**src/rtl/fp_mm_pkg.sv**
```systemverilog
// Shared definitions for the FP multiply operand feeder: word width,
// default run length and the feeder state encoding.
package fp_mm_pkg;

    localparam int FP_W   = 32;
    localparam int FEED_N = 4;

    typedef enum logic [2:0] {
        ST_IDLE   = 3'd0,
        ST_SEND   = 3'd1,
        ST_WAIT_Z = 3'd2,
        ST_NEXT   = 3'd3,
        ST_DONE   = 3'd4
    } feed_state_t;

endpackage

```
**src/rtl/feeder_regfile.sv**
```systemverilog
// N x W register file: one synchronous write port, one combinational read
// port, asynchronously cleared to zero.
module feeder_regfile #(
    parameter int N = 4,
    parameter int W = 32
) (
    input  logic                 clk,
    input  logic                 rst,
    input  logic                 we,
    input  logic [$clog2(N)-1:0] waddr,
    input  logic [W-1:0]         wdata,
    input  logic [$clog2(N)-1:0] raddr,
    output logic [W-1:0]         rdata
);

    logic [W-1:0] mem_r [N];

    // Storage array: async clear, single write port.
    always_ff @(posedge clk or negedge rst) begin
        if (!rst) begin
            for (int k = 0; k < N; k++) begin
                mem_r[k] <= '0;
            end
        end else if (we) begin
            mem_r[waddr] <= wdata;
        end else begin
            mem_r[waddr] <= mem_r[waddr];
        end
    end

    assign rdata = mem_r[raddr];

endmodule

```
**src/rtl/mult_operand_feeder.sv**
```systemverilog
// Streams N operand pairs from banks A/B into a handshaked multiplier and
// stores each product into bank P, pulsing done after the last capture.
module mult_operand_feeder
    import fp_mm_pkg::*;
#(
    parameter int N = FEED_N,
    parameter int W = FP_W
) (
    input  logic                 clk,
    input  logic                 rst,
    input  logic                 load_we,
    input  logic                 load_sel,
    input  logic [$clog2(N)-1:0] load_idx,
    input  logic [W-1:0]         load_data,
    input  logic                 start,
    output logic                 busy,
    output logic                 done,
    output logic [W-1:0]         mult_a,
    output logic [W-1:0]         mult_b,
    output logic                 mult_a_stb,
    output logic                 mult_b_stb,
    input  logic                 mult_a_ack,
    input  logic                 mult_b_ack,
    input  logic [W-1:0]         mult_z,
    input  logic                 mult_z_stb,
    output logic                 mult_z_ack,
    input  logic [$clog2(N)-1:0] rd_idx,
    output logic [W-1:0]         rd_data
);

    localparam int IW = $clog2(N);

    feed_state_t   state_r;
    logic [IW-1:0] idx_r;
    logic          busy_r, done_r, a_stb_r, b_stb_r, z_ack_r;
    logic [W-1:0]  mult_a_r, mult_b_r;

    logic [IW-1:0] rd_ptr_s;
    logic [W-1:0]  a_rd_s, b_rd_s, a_fwd_s, b_fwd_s;
    logic          wr_a_s, wr_b_s, wr_p_s, a_left_s, b_left_s;

    // Bank read pointer, write enables and same-cycle load forwarding at start.
    always_comb begin
        rd_ptr_s = '0;
        if (state_r == ST_NEXT) begin
            rd_ptr_s = idx_r + IW'(1);
        end else begin
            rd_ptr_s = '0;
        end
        wr_a_s   = (state_r == ST_IDLE) && load_we && !load_sel;
        wr_b_s   = (state_r == ST_IDLE) && load_we && load_sel;
        wr_p_s   = (state_r == ST_WAIT_Z) && mult_z_stb && z_ack_r;
        a_left_s = a_stb_r && !mult_a_ack;
        b_left_s = b_stb_r && !mult_b_ack;
        a_fwd_s  = a_rd_s;
        b_fwd_s  = b_rd_s;
        if (wr_a_s && (load_idx == '0)) begin
            a_fwd_s = load_data;
        end else begin
            a_fwd_s = a_rd_s;
        end
        if (wr_b_s && (load_idx == '0)) begin
            b_fwd_s = load_data;
        end else begin
            b_fwd_s = b_rd_s;
        end
    end

    feeder_regfile #(.N(N), .W(W)) u_bank_a (
        .clk(clk), .rst(rst), .we(wr_a_s), .waddr(load_idx), .wdata(load_data),
        .raddr(rd_ptr_s), .rdata(a_rd_s)
    );

    feeder_regfile #(.N(N), .W(W)) u_bank_b (
        .clk(clk), .rst(rst), .we(wr_b_s), .waddr(load_idx), .wdata(load_data),
        .raddr(rd_ptr_s), .rdata(b_rd_s)
    );

    feeder_regfile #(.N(N), .W(W)) u_bank_p (
        .clk(clk), .rst(rst), .we(wr_p_s), .waddr(idx_r), .wdata(mult_z),
        .raddr(rd_idx), .rdata(rd_data)
    );

    // Run sequencer with registered handshake and status outputs.
    always_ff @(posedge clk or negedge rst) begin
        if (!rst) begin
            state_r  <= ST_IDLE;
            idx_r    <= '0;
            busy_r   <= 1'b0;
            done_r   <= 1'b0;
            a_stb_r  <= 1'b0;
            b_stb_r  <= 1'b0;
            z_ack_r  <= 1'b0;
            mult_a_r <= '0;
            mult_b_r <= '0;
        end else begin
            case (state_r)
                ST_IDLE: begin
                    done_r <= 1'b0;
                    if (start) begin
                        state_r  <= ST_SEND;
                        idx_r    <= '0;
                        busy_r   <= 1'b1;
                        a_stb_r  <= 1'b1;
                        b_stb_r  <= 1'b1;
                        mult_a_r <= a_fwd_s;
                        mult_b_r <= b_fwd_s;
                    end else begin
                        state_r <= ST_IDLE;
                    end
                end
                ST_SEND: begin
                    a_stb_r <= a_left_s;
                    b_stb_r <= b_left_s;
                    if (!a_left_s && !b_left_s) begin
                        state_r <= ST_WAIT_Z;
                        z_ack_r <= 1'b1;
                    end else begin
                        state_r <= ST_SEND;
                    end
                end
                ST_WAIT_Z: begin
                    if (mult_z_stb) begin
                        z_ack_r <= 1'b0;
                        state_r <= ST_NEXT;
                    end else begin
                        state_r <= ST_WAIT_Z;
                    end
                end
                ST_NEXT: begin
                    if (idx_r == IW'(N - 1)) begin
                        state_r <= ST_DONE;
                        done_r  <= 1'b1;
                    end else begin
                        state_r  <= ST_SEND;
                        idx_r    <= idx_r + IW'(1);
                        a_stb_r  <= 1'b1;
                        b_stb_r  <= 1'b1;
                        mult_a_r <= a_rd_s;
                        mult_b_r <= b_rd_s;
                    end
                end
                ST_DONE: begin
                    done_r  <= 1'b0;
                    busy_r  <= 1'b0;
                    state_r <= ST_IDLE;
                end
                default: begin
                    state_r <= ST_IDLE;
                    busy_r  <= 1'b0;
                    done_r  <= 1'b0;
                    a_stb_r <= 1'b0;
                    b_stb_r <= 1'b0;
                    z_ack_r <= 1'b0;
                end
            endcase
        end
    end

    assign busy       = busy_r;
    assign done       = done_r;
    assign mult_a     = mult_a_r;
    assign mult_b     = mult_b_r;
    assign mult_a_stb = a_stb_r;
    assign mult_b_stb = b_stb_r;
    assign mult_z_ack = z_ack_r;

endmodule
```
**config.mk**
```make
export PLATFORM = sky130hd
export DESIGN_NAME = mult_operand_feeder
export DESIGN_NICKNAME = d
export VERILOG_FILES = /design/src/rtl/fp_mm_pkg.sv /design/src/rtl/feeder_regfile.sv /design/src/rtl/mult_operand_feeder.sv
export SDC_FILE = /design/constraint.sdc
export NUM_CORES = 1
export LEC_CHECK = 0
export ABC_AREA = 1
export BUFFER_PORTS_ARGS = -buffer_cell sky130_fd_sc_hd__buf_2
export CAP_MARGIN = 10
export CORE_MARGIN = 5
export CORE_UTILIZATION = 40
export CTS_BUF_LIST = sky130_fd_sc_hd__clkbuf_8
export CTS_CLUSTER_SIZE = 40
export DETAILED_ROUTE_END_ITERATION = 7
export GPL_ROUTABILITY_DRIVEN = 0
export MAX_ROUTING_LAYER = met4
export PLACE_DENSITY_LB_ADDON = 0.3
export SLEW_MARGIN = 5
export SYNTH_ARGS = -nofsm -noshare
export SYNTH_HDL_FRONTEND = slang
export SYNTH_HIERARCHICAL = 1
export SYNTH_SLANG_ARGS = --single-unit
```
**constraint.sdc**
```tcl
create_clock -name clk -period 2.7 [get_ports clk]
set_clock_uncertainty 0.15 [all_clocks]
set_input_delay 0 -clock clk [delete_from_list [all_inputs] [get_ports clk]]
set_output_delay 0 -clock clk [all_outputs]
set_load 0.05 [all_outputs]
```
==> flow_summary.yaml, run 1 <==
status:
  status: "finished, violations left"
  violations: "DRC"
run:
  drv_cap: 0
synth:
  synth_edf_count: 0
  syn_area_per_cell_um2: 7.279
  netlist-cell-type-count: 26
  netlist_instances: 3760
  synth_top_area_share_pct: 41.87
  syn_area_um2: 27370
  synth.most_common_cell: "nand2_1"
  ys.flop_type: "dfrtp_1"
  synth-seq-cells: 458
  yosysWarnings: 6
  synthTopCellsByCount: "nand2_1 (930), nand3_1 (899), nand4_1 (483), dfrtp_1 (458), inv_1 (240)"
  async_flop_share_pct: 100.0
  yosysTopAreaCell: "dfrtp_1"
  ys_seq_area_share_pct: 41.87
  ys_top_cells_by_area: "dfrtp_1 (42%), nand3_1 (16%), nand2_1 (13%), nand4_1 (11%), buf_2 (3.7%)"
  synth_fp_nets: 3837
routing:
  vias: 27862
  drt-pass1-iter-count: 8
  routed_via_density: 5.793
  drc: 2
  wl_per_cell_um: 19.72
  drt_wl_total_um: 94860
  drt_iter0_drc: 3294
  ant_nets: 0
sta:
  maxSlewHeadroom_pct: 47.89
  finalHoldViolations: 0
  setup_viol: 0
  max_clock_freq_mhz: 387.9
  hold_ws_ns: 0.03639
  drv_slew: 0
  rsz0062_at_grt: "false"
  tns_ns: 0
  worst_slew_pin_slew_ns: 0.7816
  fin_crit_ns: 2.578
  timing.final.crit_share_pct: 95.49
finish:
  drive_above_1_share_pct: 13.28
  nets: 3948
  fillers: 6845
  syn_to_final_growth_pct: 14.45
  seq_area_um2: 11470
  finish.utilization_pct: 45.92
  fin_cells: 4810
  multi_input_area_um2: 13040
die:
  die_w_um: 271.6
  die_h_um: 271.6
  rows: 96
  dieArea_um2: 73760
  boundaryPins: 177
  core_area_um2: 68230
  start_util_pct: 40.12
global_routing:
  grt_pass1_wl_um: 150800
  grt_pass1_vias: 25961
  grt_start_max_net_pins: 129
  grt.overflow.total: 0
  grt_use_met1_pct: 36.10
  grt_util_met3_pct: 4.879
  antenna_found_initial: 4
  grtUsageTotal_pct: 25.57
  busiest_layer: "met2"
  met2_usage_pct: 38.40
power_and_ir_drop:
  p_sw_share_pct: 44.45
  p_leak_nw: 15.12
  p_clk_share_pct: 19.9
  internal_power_mw: 17.98
  combPwrFrac_pct: 43.0
  ir_worst_vdd_mv: 0.8237
  p_seq_share_pct: 37.2
  finalPower_mw: 32.37
  switching_power_mw: 14.39
  p_per_area_nw_per_um2: 1033
setup_path:
  cp.arrival_ns: 3.04
  end_kind: "register"
  path_class: "reg -> reg"
  crit_fanout: 41
  crit_path_start_kind: "register"
  cp.required_ns: 3.16
placed_design:
  port_buffers: 176
  placed_cells: 4568
  dp_hpwl_um: 56090
clock_tree:
  htreeDepth: 3
  cts-root-buf: "clkbuf_8"
  numCtsBuffers: 82
  path_clk_slew_ns: 0.07
  ctsLongestPathBuffers: 3
  cts_num_sinks: 458
  cts_tree: "yes"
  clk_latency_ns: 0.66
worst_hold_path:
  min_path_type: "in -> reg"
[layout make-up]
type / instances / share of cell area (%)
multi-input combinational: 2691 / 41.63
sequential: 458 / 36.61
timing repair buffer: 383 / 10.21
clock buffer: 99 / 4.350
tap: 882 / 3.523
inverter: 255 / 3.075
clock inverter: 38 / 0.5751
antenna: 4 / 0.03195
[kinds of logic after synthesis]
kind of cell | synth area share (%)
buffers and inverters | 10.59
flip-flops | 41.87
AND/OR/NAND/NOR | 45.54
AO/OA/AOI/OAI | 1.947
adder cells (fa/ha/maj) | 0.04571
[sequential cells by signal, summed over array words and instances, names as in the netlist, 2 cells and up]
| register | flops |
|---|---|
| state_r | 3 |
| idx_r | 2 |
| mult_b | 32 |
| u_bank_p/mem_r | 128 |
| u_bank_b/mem_r | 128 |
| mult_a | 32 |
| u_bank_a/mem_r | 128 |
[power groups by stage]
stage / Combinational, mW / Clock (mW) / Sequential, mW
5_1_grt: 15.4 / 6.85 / 12.4
2_1_floorplan: 9.28 / 0 / 12.7
3_3_place_gp: 13.6 / 0 / 12.0
4_1_cts: 13.9 / 6.56 / 12.0
3_5_place_dp: 13.7 / 0 / 12.0
6_report: 13.9 / 6.43 / 12.0
[worst paths after layout]
path	start	to	slack, ns	cells past startpoint
max reg2reg	state_r[1]	u_bank_b/mem_r[2]	0.12	9
min	mult_z[8]	u_bank_p/mem_r[104]	0.04	4
max in group asynchronous	rst	u_bank_b/mem_r[94]	1.49	5
min reg2reg	mult_a[24]	mult_a[24]	0.33	2
min in group asynchronous	rst	u_bank_p/mem_r[75]	0.47	4
max	state_r[1]	u_bank_b/mem_r[2]	0.12	9
[through the flow]
step / instance area [µm²] / setup slack (ns)
after floorplan: 27370 / 0.7249
after global placement: 28750 / 0.2843
after detailed placement: 28750 / 0.3216
after CTS: 31290 / 0.03887
after global routing: 31320 / 0.02444
final: 31330 / 0.1217
[metal layers]
layer  part of all wire (%)  vias to the layer above
li1                       -                    12985
met1                     44                    13423
met2                     45                     1301
met3                    8.7                      153
met4                    2.0                        0
met5                      0                        -
[critical path: stages (launching register included)]
cell and delay (ns):
dfrtp_1 0.39, buf_4 0.17, nor2_4 0.19, nand3_2 0.15
nor2_4 0.18, buf_12 0.22, buf_12 0.24, nand4_1 0.12
dlygate4sd3_1 0.59, nand3_1 0.08
[timing repair]
item	in CTS	in global routing
hold endpoints to repair	912	0
hold buffers	98	0
gates resized for setup	0	1
buffers inserted	0	3
endpoints found under the setup margin	0	4
[layout by cell type (no fill, tap or decap), types with 3 or more instances in the layout]
cell type,synthesis,routed
clkinv_2,0,3
nand4_1,483,483
buf_12,0,38
nor2_4,5,9
dfrtp_1,458,456
inv_1,240,270
inv_2,15,15
nand3_1,899,898
buf_4,68,72
dlygate4sd3_1,0,97
buf_2,201,172
nand2_1,930,930
o21bai_1,64,64
clkbuf_8,0,99
nand2_2,4,4
nor2_1,193,191
o21ai_0,7,7
or2_2,95,95
diode_2,0,4
(Power assumes the default switching activity.)
==> inputs of run 2 (changes only) <==
--- a/config.mk
+++ b/config.mk
@@ -16,6 +16,7 @@
 export GPL_ROUTABILITY_DRIVEN = 0
 export MAX_ROUTING_LAYER = met4
 export PLACE_DENSITY_LB_ADDON = 0.3
+export REMOVE_ABC_BUFFERS = 1
 export SLEW_MARGIN = 5
 export SYNTH_ARGS = -nofsm -noshare
 export SYNTH_HDL_FRONTEND = slang
==> flow_summary.yaml, run 2 (synthesized netlist as in run 1, its figures left out) <==
placed_design:
  port_buffers: 176
  place_area_um2: 28610
  dp_hpwl_um: 51170
  placed_cells: 4557
sta:
  maxSlewHeadroom_pct: 31.58
  worst_slew_pin_slew_ns: 1.026
  max_clock_freq_mhz: 382.9
  hold_ws_ns: 0.04365
  fin_crit_ns: 2.611
  timing.final.crit_share_pct: 96.72
  drv_slew: 0
  finalHoldViolations: 0
  setup_viol: 0
  rsz0062_at_grt: "false"
global_routing:
  grt_start_max_net_pins: 129
  grt.overflow.total: 0
  grtUsageTotal_pct: 25.07
  grt_pass1_vias: 26266
  antenna_found_initial: 5
  grt_pass1_wl_um: 147500
finish:
  drive_above_1_share_pct: 13.24
  final_cell_mix: "nand2_1 (930), nand3_1 (899), nand4_1 (483)"
  reg_top3: "u_bank_a/mem_r x128, u_bank_b/mem_r x128, u_bank_p/mem_r x128"
  final_common_cell: "nand2_1"
  finish.utilization_pct: 46.19
  syn_to_final_growth_pct: 15.14
  fin_cells: 4830
  fillers: 6796
  nets: 3954
  fin_area_um2: 31510
setup_path:
  cp.arrival_ns: 3.08
  crit_path_start_kind: "register"
  path_class: "reg -> reg"
  crit_fanout: 72
  cp.required_ns: 3.16
  end_kind: "register"
clock_tree:
  path_clk_slew_ns: 0.06
  post_cts_buffers: 0
  cts_tree: "yes"
  ctsLongestPathBuffers: 3
  cts-root-buf: "clkbuf_8"
  numCtsBuffers: 85
  clk_latency_ns: 0.68
  cts_num_sinks: 458
  htreeDepth: 3
power_and_ir_drop:
  internal_power_mw: 18.25
  p_seq_share_pct: 36.8
  ir_worst_vdd_mv: 0.5620
  switching_power_mw: 14.23
  p_per_area_nw_per_um2: 1031
  p_sw_share_pct: 43.81
  p_leak_nw: 15.19
  combPwrFrac_pct: 42.3
  p_clk_share_pct: 21.0
worst_hold_path:
  min_path_type: "in -> reg"
routing:
  drt_iter0_drc: 3204
  vias: 27963
  drc: 0
  drt-pass1-iter-count: 6
  wl_per_cell_um: 19.33
  routed_via_density: 5.789
  drt_wl_total_um: 93380
  ant_nets: 0
die:
  start_util_pct: 40.12
  die_h_um: 271.6
  boundaryPins: 177
  core_area_um2: 68230
  rows: 96
  die_w_um: 271.6
  dieArea_um2: 73760
status:
  status: "finished clean"
run:
  drv_cap: 0
==> run 2: changes by cell type in the layout (fill, tap and decap cells not counted), moves of 2 or more <==
cell           delta
dlygate4sd3_1    +15
buf_4             -9
clkbuf_8          +8
buf_12            -6
clkinv_2          +4
buf_6             +2
inv_1             +2
==> run 2: final timing paths <==
path	startpoint	endpoint	slack (ns)	depth (start not counted)
setup reg to reg	idx_r[0]	u_bank_p/mem_r[98]	0.09	6
setup / recovery	idx_r[0]	u_bank_p/mem_r[98]	0.09	6
hold reg to reg	mult_a[23]	mult_a[23]	0.32	2
hold / removal	start	busy	0.04	4
max in group asynchronous	rst	u_bank_a/mem_r[48]	1.54	4
min in group asynchronous	rst	u_bank_p/mem_r[106]	0.47	4
==> run 2: timing repair <==
item | 4_1_cts | 5_1_grt
hold buffers | 113 | 0
endpoints found under the hold margin | 914 | 0
endpoints found under the setup margin | 0 | 5
resized for setup | 0 | 2
==> run 2: power by group through the flow <==
stage	combinational [mW]	clock, mW	sequential [mW]
after floorplan	8.22	0	12.7
after global placement	13.3	0	11.9
after detailed placement	13.5	0	11.9
after CTS	13.7	6.99	11.9
after global routing	15.3	7.28	12.3
final	13.7	6.81	11.9
==> run 2: stage by stage <==
stage / setup TNS, ns / setup slack (ns) / total power [mW]
6_report: 0 / 0.08866 / 32.48
5_1_grt: 0 / 0.01005 / 34.88
4_1_cts: 0 / 0.1233 / 32.57
3_5_place_dp: 0 / 0.3850 / 25.46
3_3_place_gp: 0 / 0.4479 / 25.22
2_1_floorplan: -2519.17 / -7.461 / 20.96
==> run 2: final cells by class <==
class	instances	area (µm²)	share of cell area, %
flip-flops and latches	458	11470	36.39
inverters	255	963.4	3.057
diodes	5	12.51	0.03970
well taps	882	1104	3.502
clock inverters	46	244.0	0.7742
clock buffers	107	1473	4.673
repair buffers	386	3208	10.18
multi-input cells	2691	13040	41.38
==> run 2: routing by layer <==
layer  share of wire (%)  GRT usage [%]  up-vias
met5                   0              -        -
li1                    -              -    13007
met3                 8.6          4.322      212
met4                 2.8          7.671        0
met2                  46          39.17     1324
met1                  43          33.62    13420
==> run 2: worst max-delay path, stage by stage (launching register included) <==
cell and delay [ns]:
dfrtp_4 0.49, buf_4 0.36, nor2_4 0.22, buf_4 0.44, nand3_1 0.14, dlygate4sd3_1 0.60, nand3_1 0.09
